File: config.mk
export PLATFORM = sky130hd
export DESIGN_NAME = ball_game_ctrl_flat
export DESIGN_NICKNAME = d
export VERILOG_FILES = /design/src/rtl/ball_game_pkg.sv /design/src/rtl/ball_game_ctrl_if.sv /design/src/rtl/ball_collide_dec.sv /design/src/rtl/ball_game_ctrl.sv /design/src/flat_wrapper.sv
export SDC_FILE = /design/constraint.sdc
export NUM_CORES = 1
export LEC_CHECK = 0
export BUFFER_PORTS_ARGS = -buffer_cell sky130_fd_sc_hd__clkbuf_2
export CORE_MARGIN = 2
export CORE_UTILIZATION = 30
export DETAILED_ROUTE_END_ITERATION = 10
export SYNTH_ARGS = -nofsm -noshare
export SYNTH_HDL_FRONTEND = slang
export SYNTH_SLANG_ARGS = --single-unit
File: constraint.sdc
create_clock -name iVGA_CLK -period 4.8 [get_ports iVGA_CLK]
set_clock_uncertainty 0.05 [all_clocks]
set_input_delay 0.24 -clock iVGA_CLK [delete_from_list [all_inputs] [get_ports iVGA_CLK]]
set_output_delay 0.24 -clock iVGA_CLK [all_outputs]
set_load 0.05 [all_outputs]
File: src/rtl/ball_game_pkg.sv
// Shared encodings and default geometry for the ball game blocks.
// Used by the controller, ball, paddle and renderer blocks.
package ball_game_pkg;

   typedef enum logic [2:0] {
      IDLE = 3'd0,
      PLAY = 3'd1,
      HOLD = 3'd2,
      OVER = 3'd3
   } state_e;

   localparam logic [1:0] WIN_NONE  = 2'b00;
   localparam logic [1:0] WIN_LEFT  = 2'b01;
   localparam logic [1:0] WIN_RIGHT = 2'b10;

   localparam logic [9:0] DEF_X_MIN      = 10'd0;
   localparam logic [9:0] DEF_X_MAX      = 10'd639;
   localparam logic [9:0] DEF_Y_MIN      = 10'd0;
   localparam logic [9:0] DEF_Y_MAX      = 10'd479;
   localparam logic [9:0] DEF_BALL_SIZE  = 10'd8;
   localparam logic [9:0] DEF_PADDLE_L_X = 10'd16;
   localparam logic [9:0] DEF_PADDLE_R_X = 10'd623;
   localparam logic [9:0] DEF_PADDLE_H   = 10'd64;

   function automatic logic [3:0] sat_inc(input logic [3:0] s, input logic [3:0] lim);
      return (s < lim) ? s + 4'd1 : s;
   endfunction

endpackage

File: src/rtl/ball_game_ctrl_if.sv
// Bundle of frame/position inputs and game outputs of the ball game controller.
interface ball_game_ctrl_if;
   logic       iFrame;
   logic       iStart;
   logic [9:0] iBall_x;
   logic [9:0] iBall_y;
   logic [9:0] iPaddle_l_y;
   logic [9:0] iPaddle_r_y;
   logic       oMove_en;
   logic [3:0] oCrash;
   logic       oBall_rst;
   logic [3:0] oScore_l;
   logic [3:0] oScore_r;
   logic [2:0] oState;
   logic [1:0] oWinner;

   modport slave (
      input  iFrame, iStart, iBall_x, iBall_y, iPaddle_l_y, iPaddle_r_y,
      output oMove_en, oCrash, oBall_rst, oScore_l, oScore_r, oState, oWinner
   );

   modport master (
      output iFrame, iStart, iBall_x, iBall_y, iPaddle_l_y, iPaddle_r_y,
      input  oMove_en, oCrash, oBall_rst, oScore_l, oScore_r, oState, oWinner
   );
endinterface

File: src/rtl/ball_collide_dec.sv
// Combinational wall/paddle bounce and miss decode; crash = {left,right,up,down}.
// All sums are done in 11 bits so ball edge + size never wraps.
module ball_collide_dec #(
   parameter logic [9:0] X_MIN      = 10'd0,
   parameter logic [9:0] X_MAX      = 10'd639,
   parameter logic [9:0] Y_MIN      = 10'd0,
   parameter logic [9:0] Y_MAX      = 10'd479,
   parameter logic [9:0] BALL_SIZE  = 10'd8,
   parameter logic [9:0] PADDLE_L_X = 10'd16,
   parameter logic [9:0] PADDLE_R_X = 10'd623,
   parameter logic [9:0] PADDLE_H   = 10'd64
) (
   input  logic [9:0] ball_x,
   input  logic [9:0] ball_y,
   input  logic [9:0] paddle_l_y,
   input  logic [9:0] paddle_r_y,
   output logic [3:0] crash,
   output logic       miss_l,
   output logic       miss_r
);
   logic [10:0] bx_far;
   logic [10:0] by_far;
   logic [10:0] by_w;
   logic        ov_l;
   logic        ov_r;

   assign bx_far = {1'b0, ball_x} + {1'b0, BALL_SIZE};
   assign by_far = {1'b0, ball_y} + {1'b0, BALL_SIZE};
   assign by_w   = {1'b0, ball_y};

   assign ov_l = (by_far > {1'b0, paddle_l_y}) && (by_w < ({1'b0, paddle_l_y} + {1'b0, PADDLE_H}));
   assign ov_r = (by_far > {1'b0, paddle_r_y}) && (by_w < ({1'b0, paddle_r_y} + {1'b0, PADDLE_H}));

   assign crash[3] = (ball_x <= PADDLE_L_X) && ov_l;
   assign crash[2] = (bx_far >= {1'b0, PADDLE_R_X}) && ov_r;
   assign crash[1] = (ball_y <= Y_MIN);
   assign crash[0] = (by_far >= {1'b0, Y_MAX});

   assign miss_l = (ball_x <= X_MIN) && !ov_l;
   assign miss_r = (bx_far >= {1'b0, X_MAX}) && !ov_r;
endmodule

File: src/rtl/ball_game_ctrl.sv
// Game-level sequencer: move ticks, registered crash vector, scoring and serve hold.
// Build option BALL_SPEEDUP_EN: every 4 paddle hits shortens the move divider (floor 1).
import ball_game_pkg::*;

module ball_game_ctrl #(
   parameter logic [9:0] X_MIN       = DEF_X_MIN,
   parameter logic [9:0] X_MAX       = DEF_X_MAX,
   parameter logic [9:0] Y_MIN       = DEF_Y_MIN,
   parameter logic [9:0] Y_MAX       = DEF_Y_MAX,
   parameter logic [9:0] BALL_SIZE   = DEF_BALL_SIZE,
   parameter logic [9:0] PADDLE_L_X  = DEF_PADDLE_L_X,
   parameter logic [9:0] PADDLE_R_X  = DEF_PADDLE_R_X,
   parameter logic [9:0] PADDLE_H    = DEF_PADDLE_H,
   parameter logic [3:0] SPEED_DIV   = 4'd2,
   parameter logic [5:0] HOLD_FRAMES = 6'd60,
   parameter logic [3:0] WIN_SCORE   = 4'd5
) (
   input logic            iVGA_CLK,
   input logic            iRST,
   ball_game_ctrl_if.slave bus
);
   // state | meaning
   // IDLE  | waiting for first iStart, ball held
   // PLAY  | ball moving, collisions and misses decoded
   // HOLD  | point scored, ball held for HOLD_FRAMES frames
   // OVER  | a player reached WIN_SCORE, waiting for iStart
   state_e     state_q, state_d;
   logic [3:0] frame_cnt_q, frame_cnt_d;
   logic [5:0] hold_cnt_q, hold_cnt_d;
   logic       move_en_q, move_en_d;
   logic [3:0] crash_q, crash_d;
   logic [3:0] score_l_q, score_l_d;
   logic [3:0] score_r_q, score_r_d;
   logic [1:0] winner_q, winner_d;
   logic [3:0] crash_raw;
   logic       miss_l, miss_r;
   logic [3:0] move_div;

   ball_collide_dec #(
      .X_MIN(X_MIN), .X_MAX(X_MAX), .Y_MIN(Y_MIN), .Y_MAX(Y_MAX),
      .BALL_SIZE(BALL_SIZE), .PADDLE_L_X(PADDLE_L_X),
      .PADDLE_R_X(PADDLE_R_X), .PADDLE_H(PADDLE_H)
   ) u_dec (
      .ball_x(bus.iBall_x), .ball_y(bus.iBall_y),
      .paddle_l_y(bus.iPaddle_l_y), .paddle_r_y(bus.iPaddle_r_y),
      .crash(crash_raw), .miss_l(miss_l), .miss_r(miss_r)
   );

`ifdef BALL_SPEEDUP_EN
   logic [1:0] hit_cnt_q;
   logic [1:0] crash_lr_prev_q;
   logic [3:0] move_div_q;
   logic       hit_rise;

   assign hit_rise = |(crash_q[3:2] & ~crash_lr_prev_q);
   assign move_div = move_div_q;

   always_ff @(posedge iVGA_CLK) begin
      if (iRST) begin
         hit_cnt_q       <= 2'd0;
         crash_lr_prev_q <= 2'b00;
         move_div_q      <= SPEED_DIV;
      end else begin
         crash_lr_prev_q <= crash_q[3:2];
         if (hit_rise) begin
            hit_cnt_q <= hit_cnt_q + 2'd1;
         end
         if ((state_q == HOLD || state_q == OVER) && state_d == PLAY) begin
            move_div_q <= SPEED_DIV;
         end else if (hit_rise && hit_cnt_q == 2'd3 && move_div_q > 4'd1) begin
            move_div_q <= move_div_q - 4'd1;
         end
      end
   end
`else
   assign move_div = SPEED_DIV;
`endif

   always_ff @(posedge iVGA_CLK) begin
      if (iRST) begin
         state_q     <= IDLE;
         frame_cnt_q <= 4'd0;
         hold_cnt_q  <= 6'd0;
         move_en_q   <= 1'b0;
         crash_q     <= 4'd0;
         score_l_q   <= 4'd0;
         score_r_q   <= 4'd0;
         winner_q    <= WIN_NONE;
      end else begin
         state_q     <= state_d;
         frame_cnt_q <= frame_cnt_d;
         hold_cnt_q  <= hold_cnt_d;
         move_en_q   <= move_en_d;
         crash_q     <= crash_d;
         score_l_q   <= score_l_d;
         score_r_q   <= score_r_d;
         winner_q    <= winner_d;
      end
   end

   always_comb begin
      state_d     = state_q;
      frame_cnt_d = frame_cnt_q;
      hold_cnt_d  = hold_cnt_q;
      move_en_d   = 1'b0;
      crash_d     = 4'd0;
      score_l_d   = score_l_q;
      score_r_d   = score_r_q;
      winner_d    = winner_q;
      unique case (state_q)
         IDLE: begin
            if (bus.iStart) begin
               state_d     = PLAY;
               frame_cnt_d = 4'd0;
            end
         end
         PLAY: begin
            // a miss wins over any bounce decoded in the same cycle
            if (move_en_q && miss_l) begin
               score_r_d  = sat_inc(score_r_q, WIN_SCORE);
               hold_cnt_d = 6'd0;
               if (score_r_d == WIN_SCORE) begin
                  state_d  = OVER;
                  winner_d = WIN_RIGHT;
               end else begin
                  state_d = HOLD;
               end
            end else if (move_en_q && miss_r) begin
               score_l_d  = sat_inc(score_l_q, WIN_SCORE);
               hold_cnt_d = 6'd0;
               if (score_l_d == WIN_SCORE) begin
                  state_d  = OVER;
                  winner_d = WIN_LEFT;
               end else begin
                  state_d = HOLD;
               end
            end else begin
               crash_d = crash_raw;
               if (bus.iFrame) begin
                  if (frame_cnt_q >= move_div - 4'd1) begin
                     frame_cnt_d = 4'd0;
                     move_en_d   = 1'b1;
                  end else begin
                     frame_cnt_d = frame_cnt_q + 4'd1;
                  end
               end
            end
         end
         HOLD: begin
            if (bus.iFrame) begin
               if (hold_cnt_q == HOLD_FRAMES - 6'd1) begin
                  state_d     = PLAY;
                  hold_cnt_d  = 6'd0;
                  frame_cnt_d = 4'd0;
               end else begin
                  hold_cnt_d = hold_cnt_q + 6'd1;
               end
            end
         end
         OVER: begin
            if (bus.iStart) begin
               state_d     = PLAY;
               frame_cnt_d = 4'd0;
               score_l_d   = 4'd0;
               score_r_d   = 4'd0;
               winner_d    = WIN_NONE;
            end
         end
         default: state_d = IDLE;
      endcase
   end

   assign bus.oState    = state_q;
   assign bus.oMove_en  = move_en_q;
   assign bus.oCrash    = crash_q;
   assign bus.oBall_rst = (state_q != PLAY);
   assign bus.oScore_l  = score_l_q;
   assign bus.oScore_r  = score_r_q;
   assign bus.oWinner   = winner_q;
endmodule
File: src/flat_wrapper.sv
// flat-port wrapper written by rule: the top's interface ports become plain ports
module ball_game_ctrl_flat 
#(
   parameter logic [9:0] X_MIN       = DEF_X_MIN,
   parameter logic [9:0] X_MAX       = DEF_X_MAX,
   parameter logic [9:0] Y_MIN       = DEF_Y_MIN,
   parameter logic [9:0] Y_MAX       = DEF_Y_MAX,
   parameter logic [9:0] BALL_SIZE   = DEF_BALL_SIZE,
   parameter logic [9:0] PADDLE_L_X  = DEF_PADDLE_L_X,
   parameter logic [9:0] PADDLE_R_X  = DEF_PADDLE_R_X,
   parameter logic [9:0] PADDLE_H    = DEF_PADDLE_H,
   parameter logic [3:0] SPEED_DIV   = 4'd2,
   parameter logic [5:0] HOLD_FRAMES = 6'd60,
   parameter logic [3:0] WIN_SCORE   = 4'd5
)
  (iVGA_CLK, iRST, bus_iFrame, bus_iStart, bus_iBall_x, bus_iBall_y, bus_iPaddle_l_y, bus_iPaddle_r_y, bus_oMove_en, bus_oCrash, bus_oBall_rst, bus_oScore_l, bus_oScore_r, bus_oState, bus_oWinner);
  ball_game_ctrl_if bus_i ();
  input logic iVGA_CLK;
  input logic iRST;
  input wire logic [$bits(bus_i.iFrame)-1:0] bus_iFrame;
  input wire logic [$bits(bus_i.iStart)-1:0] bus_iStart;
  input wire logic [$bits(bus_i.iBall_x)-1:0] bus_iBall_x;
  input wire logic [$bits(bus_i.iBall_y)-1:0] bus_iBall_y;
  input wire logic [$bits(bus_i.iPaddle_l_y)-1:0] bus_iPaddle_l_y;
  input wire logic [$bits(bus_i.iPaddle_r_y)-1:0] bus_iPaddle_r_y;
  output wire logic [$bits(bus_i.oMove_en)-1:0] bus_oMove_en;
  output wire logic [$bits(bus_i.oCrash)-1:0] bus_oCrash;
  output wire logic [$bits(bus_i.oBall_rst)-1:0] bus_oBall_rst;
  output wire logic [$bits(bus_i.oScore_l)-1:0] bus_oScore_l;
  output wire logic [$bits(bus_i.oScore_r)-1:0] bus_oScore_r;
  output wire logic [$bits(bus_i.oState)-1:0] bus_oState;
  output wire logic [$bits(bus_i.oWinner)-1:0] bus_oWinner;
  assign bus_i.iFrame = bus_iFrame;
  assign bus_i.iStart = bus_iStart;
  assign bus_i.iBall_x = bus_iBall_x;
  assign bus_i.iBall_y = bus_iBall_y;
  assign bus_i.iPaddle_l_y = bus_iPaddle_l_y;
  assign bus_i.iPaddle_r_y = bus_iPaddle_r_y;
  assign bus_oMove_en = bus_i.oMove_en;
  assign bus_oCrash = bus_i.oCrash;
  assign bus_oBall_rst = bus_i.oBall_rst;
  assign bus_oScore_l = bus_i.oScore_l;
  assign bus_oScore_r = bus_i.oScore_r;
  assign bus_oState = bus_i.oState;
  assign bus_oWinner = bus_i.oWinner;
  ball_game_ctrl #(.X_MIN(X_MIN), .X_MAX(X_MAX), .Y_MIN(Y_MIN), .Y_MAX(Y_MAX), .BALL_SIZE(BALL_SIZE), .PADDLE_L_X(PADDLE_L_X), .PADDLE_R_X(PADDLE_R_X), .PADDLE_H(PADDLE_H), .SPEED_DIV(SPEED_DIV), .HOLD_FRAMES(HOLD_FRAMES), .WIN_SCORE(WIN_SCORE)) u_core (.iVGA_CLK(iVGA_CLK), .iRST(iRST), .bus(bus_i));
endmodule
==> flow_metrics.py <==
metrics = {
    "final_layout": {
        "layout_commonest_cell": "clkbuf_2",
        "antenna_cells": 0,
        "final_cell_mix": "clkbuf_2 (61), ha_1 (52), inv_1 (41)",
        "multi_input_area_mm2": 0.002311,
        "fin_area_mm2": 0.003531,
        "regArea_um2": 540.5,
        "fin_nets": 534,
        "area_growth_syn_to_layout_pct": 15.99,
        "final_layout_size_suffix_gt1_frac": 0.1991,
        "fillers": 1055,
    },
    "drt": {
        "routedWlPerCell_um": 13.37,
        "num_vias": 2959,
        "routed_via_density": 5.191,
        "wirelength_mm": 7.620,
        "postRouteAntennaNets": 0,
        "dr.pass1.iters": 4,
        "drt_iter0_drc": 175,
        "drc": 0,
    },
    "worst_hold_path": {
        "min_to": "u_core.bus.oMove_en",
        "min_path_cells": 3,
        "hp-class": "in -> reg",
        "worstHoldStart": "bus_iFrame",
    },
    "critical_path": {
        "cp.required_ns": 4.95,
        "r2r_end": "u_core.frame_cnt_q[0]",
        "r2r_cells": 7,
        "path_max_fanout": 12,
        "critPathKind": "in -> reg",
        "reg2reg_from": "u_core.hold_cnt_q[0]",
        "cp.arrival_ns": 3.22,
        "crit_start": "bus_iBall_y[3]",
        "regToRegSetupSlack_ns": 2.26,
        "end_kind": "flip-flop",
        "cp-start-kind": "input pin",
    },
    "clock_network": {
        "cts_tree": "built",
        "clk_latency_ns": 0.27,
        "ctsHoldBuffers": 0,
        "post_cts_buffers": 0,
        "cts-resized-gates": 0,
        "htree_levels": 1,
        "path_clk_slew_ns": 0.10,
        "numCtsBuffers": 3,
        "max-clock-path-buffers": 2,
        "cts.sinks": 27,
        "root_buffer": "clkbuf_8",
    },
    "die": {
        "fp-row-count": 36,
        "die_area_mm2": 0.01097,
        "initial_core_util": 0.3100,
        "die_x_um": 104.7,
        "fp.coreArea_mm2": 0.009819,
        "ios": 63,
        "fp.dieH_um": 104.7,
    },
    "yosys": {
        "synth_edf_count": 0,
        "seq_area_frac_synth": 0.1776,
        "ys_types": 68,
        "yosys_warnings": 0,
        "synth.mux.area_fraction": 0.02672,
        "async_flop_share": 0,
        "synth_flop_cell": "dfxtp_1",
        "ys_seq_elements": 27,
        "synth-simple-area-share": 0.2462,
        "netlist_area_mm2": 0.003044,
        "synth_xor_area_frac": 0.02877,
        "synthCells": 379,
        "syn_nets": 475,
        "synth_compound_area_frac": 0.2425,
        "synth_fa_ha_area_frac": 0.2137,
        "synth_top_family_by_area": "simple AND/OR/NAND/NOR gates",
        "synth.avg_cell_area_um2": 8.032,
    },
    "sta": {
        "slew_viol_final": 0,
        "finalHoldViolations": 0,
        "max_freq_ghz": 0.3253,
        "setup_tns_ns": 0,
        "min_period_ns": 3.074,
        "worst-slew-pin-transition_ns": 0.8361,
        "setup_violations": 0,
        "fin_crit_sh": 0.6405,
        "rsz0062_at_grt": "false",
        "slew_headroom": 0.4379,
        "timing.hold.ws_ns": 0.2243,
    },
    "place": {
        "io_buffers": 61,
        "dpl_cell_area_mm2": 0.003485,
        "dp_hpwl_mm": 6.292,
        "gp_congestion": 0.8091,
    },
    "job": {
        "cap_viol_max_count": 0,
    },
    "run_status": {
        "status": "finished clean",
    },
    "global_routing": {
        "grt.total_usage": 0.1353,
        "grt_pass1_wl_mm": 12.79,
        "antenna_found_initial": 0,
        "grt-ovfl-total": 0,
        "grt_pass1_vias": 2832,
        "grt_start_max_net_pins": 32,
    },
    "power": {
        "power.density_mw_per_mm2": 208.3,
        "leakagePower_uw": 0.001608,
        "vdd_drop_max_mv": 0.1732,
        "power_uw": 735.6,
    },
}
## registers in the layout, indices dropped and copies added, names as in the netlist
signal               flops
u_core.bus.oMove_en      1
u_core.bus.oWinner       2
u_core.bus.oScore_r      4
u_core.bus.oScore_l      4
u_core.hold_cnt_q        6
u_core.frame_cnt_q       4
u_core.bus.oState        2
u_core.bus.oCrash        4
## logic make-up (layout without fill, tap and decap cells)
logic type,after synthesis,in the layout
multiplexers,8,8
XOR/XNOR,10,10
AND/OR/NAND/NOR,134,134
adder cells (fa/ha/maj),52,52
buffers and inverters,49,107
other,1,1
AO/OA/AOI/OAI,98,98
flip-flops,27,27
## power by group
part | switching [µW] | leakage, µW | internal (µW)
Combinational | 232 | 0.00136 | 125
Sequential | 11.6 | 0.000218 | 235
Clock | 73.8 | 0.0000255 | 58.2
Total | 317 | 0.00161 | 418
## Yosys cell counts, drive strengths merged (3+ instances only)
| cell type | count | area (µm²) |
|---|---|---|
| ha | 52 | 650.6 |
| nor2b | 6 | 37.54 |
| o21ai | 11 | 55.05 |
| a31oi | 3 | 18.77 |
| clkbuf | 5 | 18.77 |
| a211oi | 5 | 42.54 |
| or4 | 3 | 22.52 |
| o21a | 5 | 37.54 |
| o2bb2ai | 3 | 26.28 |
| nand2 | 21 | 78.83 |
| buf | 3 | 20.01 |
| a311oi | 3 | 26.28 |
| o211a | 3 | 30.03 |
| nand4 | 6 | 37.54 |
| nor2 | 27 | 106.4 |
| a41oi | 4 | 53.81 |
| nor3 | 9 | 50.05 |
| mux2i | 7 | 70.07 |
| a21o | 11 | 83.83 |
| or2 | 3 | 18.77 |
| and3 | 6 | 37.54 |
| a2111oi | 3 | 33.78 |
| or3 | 3 | 18.77 |
| xnor2 | 7 | 61.31 |
| a21oi | 26 | 145.2 |
| dfxtp | 27 | 540.5 |
| inv | 41 | 153.9 |
| nand3 | 18 | 90.09 |
| xor2 | 3 | 26.28 |
| nand3b | 6 | 45.04 |
| nand2b | 15 | 93.84 |
| o22ai | 3 | 18.77 |
| nor4 | 5 | 52.55 |
## through the flow
step	setup WS (ns)	cells	utilization
finish	1.726	570	0.3596
global placement	1.530	566	0.3549
floorplan	1.970	379	-
global route	1.339	570	0.3596
detailed placement	1.420	566	0.3549
CTS	1.715	570	0.3596
## worst max-delay path, cell delays in order
cell      delay [ns]
clkbuf_2        0.17
ha_1            0.21
nand3_1         0.11
nor2_1          0.15
xor2_1          0.26
ha_1            0.19
nand3_1         0.11
nor3_1          0.19
o22ai_1         0.09
o221ai_1        0.29
nand3_1         0.39
buf_4           0.32
or3_1           0.34
a31oi_1         0.15
## metal layers
| layer | up-vias | GRT usage | wire length, µm |
|---|---|---|---|
| li1 | 1506 | - | - |
| met1 | 1376 | 0.1837 | 3641 |
| met2 | 71 | 0.2352 | 3601 |
| met3 | 6 | 0.01185 | 319 |
| met4 | 0 | 0.02381 | 59 |
| met5 | - | 0 | 0 |
## worst max path at each step
stage               slack (ns)  depth (start not counted)                endpoint
finish                    1.73                         14  u_core.bus.oScore_l[3]
global route              1.34                         14  u_core.bus.oScore_l[3]
CTS                       1.71                         13   u_core.frame_cnt_q[0]
detailed placement        1.42                         13   u_core.frame_cnt_q[0]
global placement          1.53                         13   u_core.frame_cnt_q[0]
floorplan                 1.97                         12   u_core.frame_cnt_q[0]
## cell type report
cell class	instances	area share
multi-input cells	303	0.6545
flip-flops and latches	27	0.1531
repair buffers	62	0.08859
well taps	133	0.04713
inverters	41	0.04359
clock buffers	3	0.01169
clock inverters	1	0.001417
Note: power is estimated with default switching activity, not from simulation.
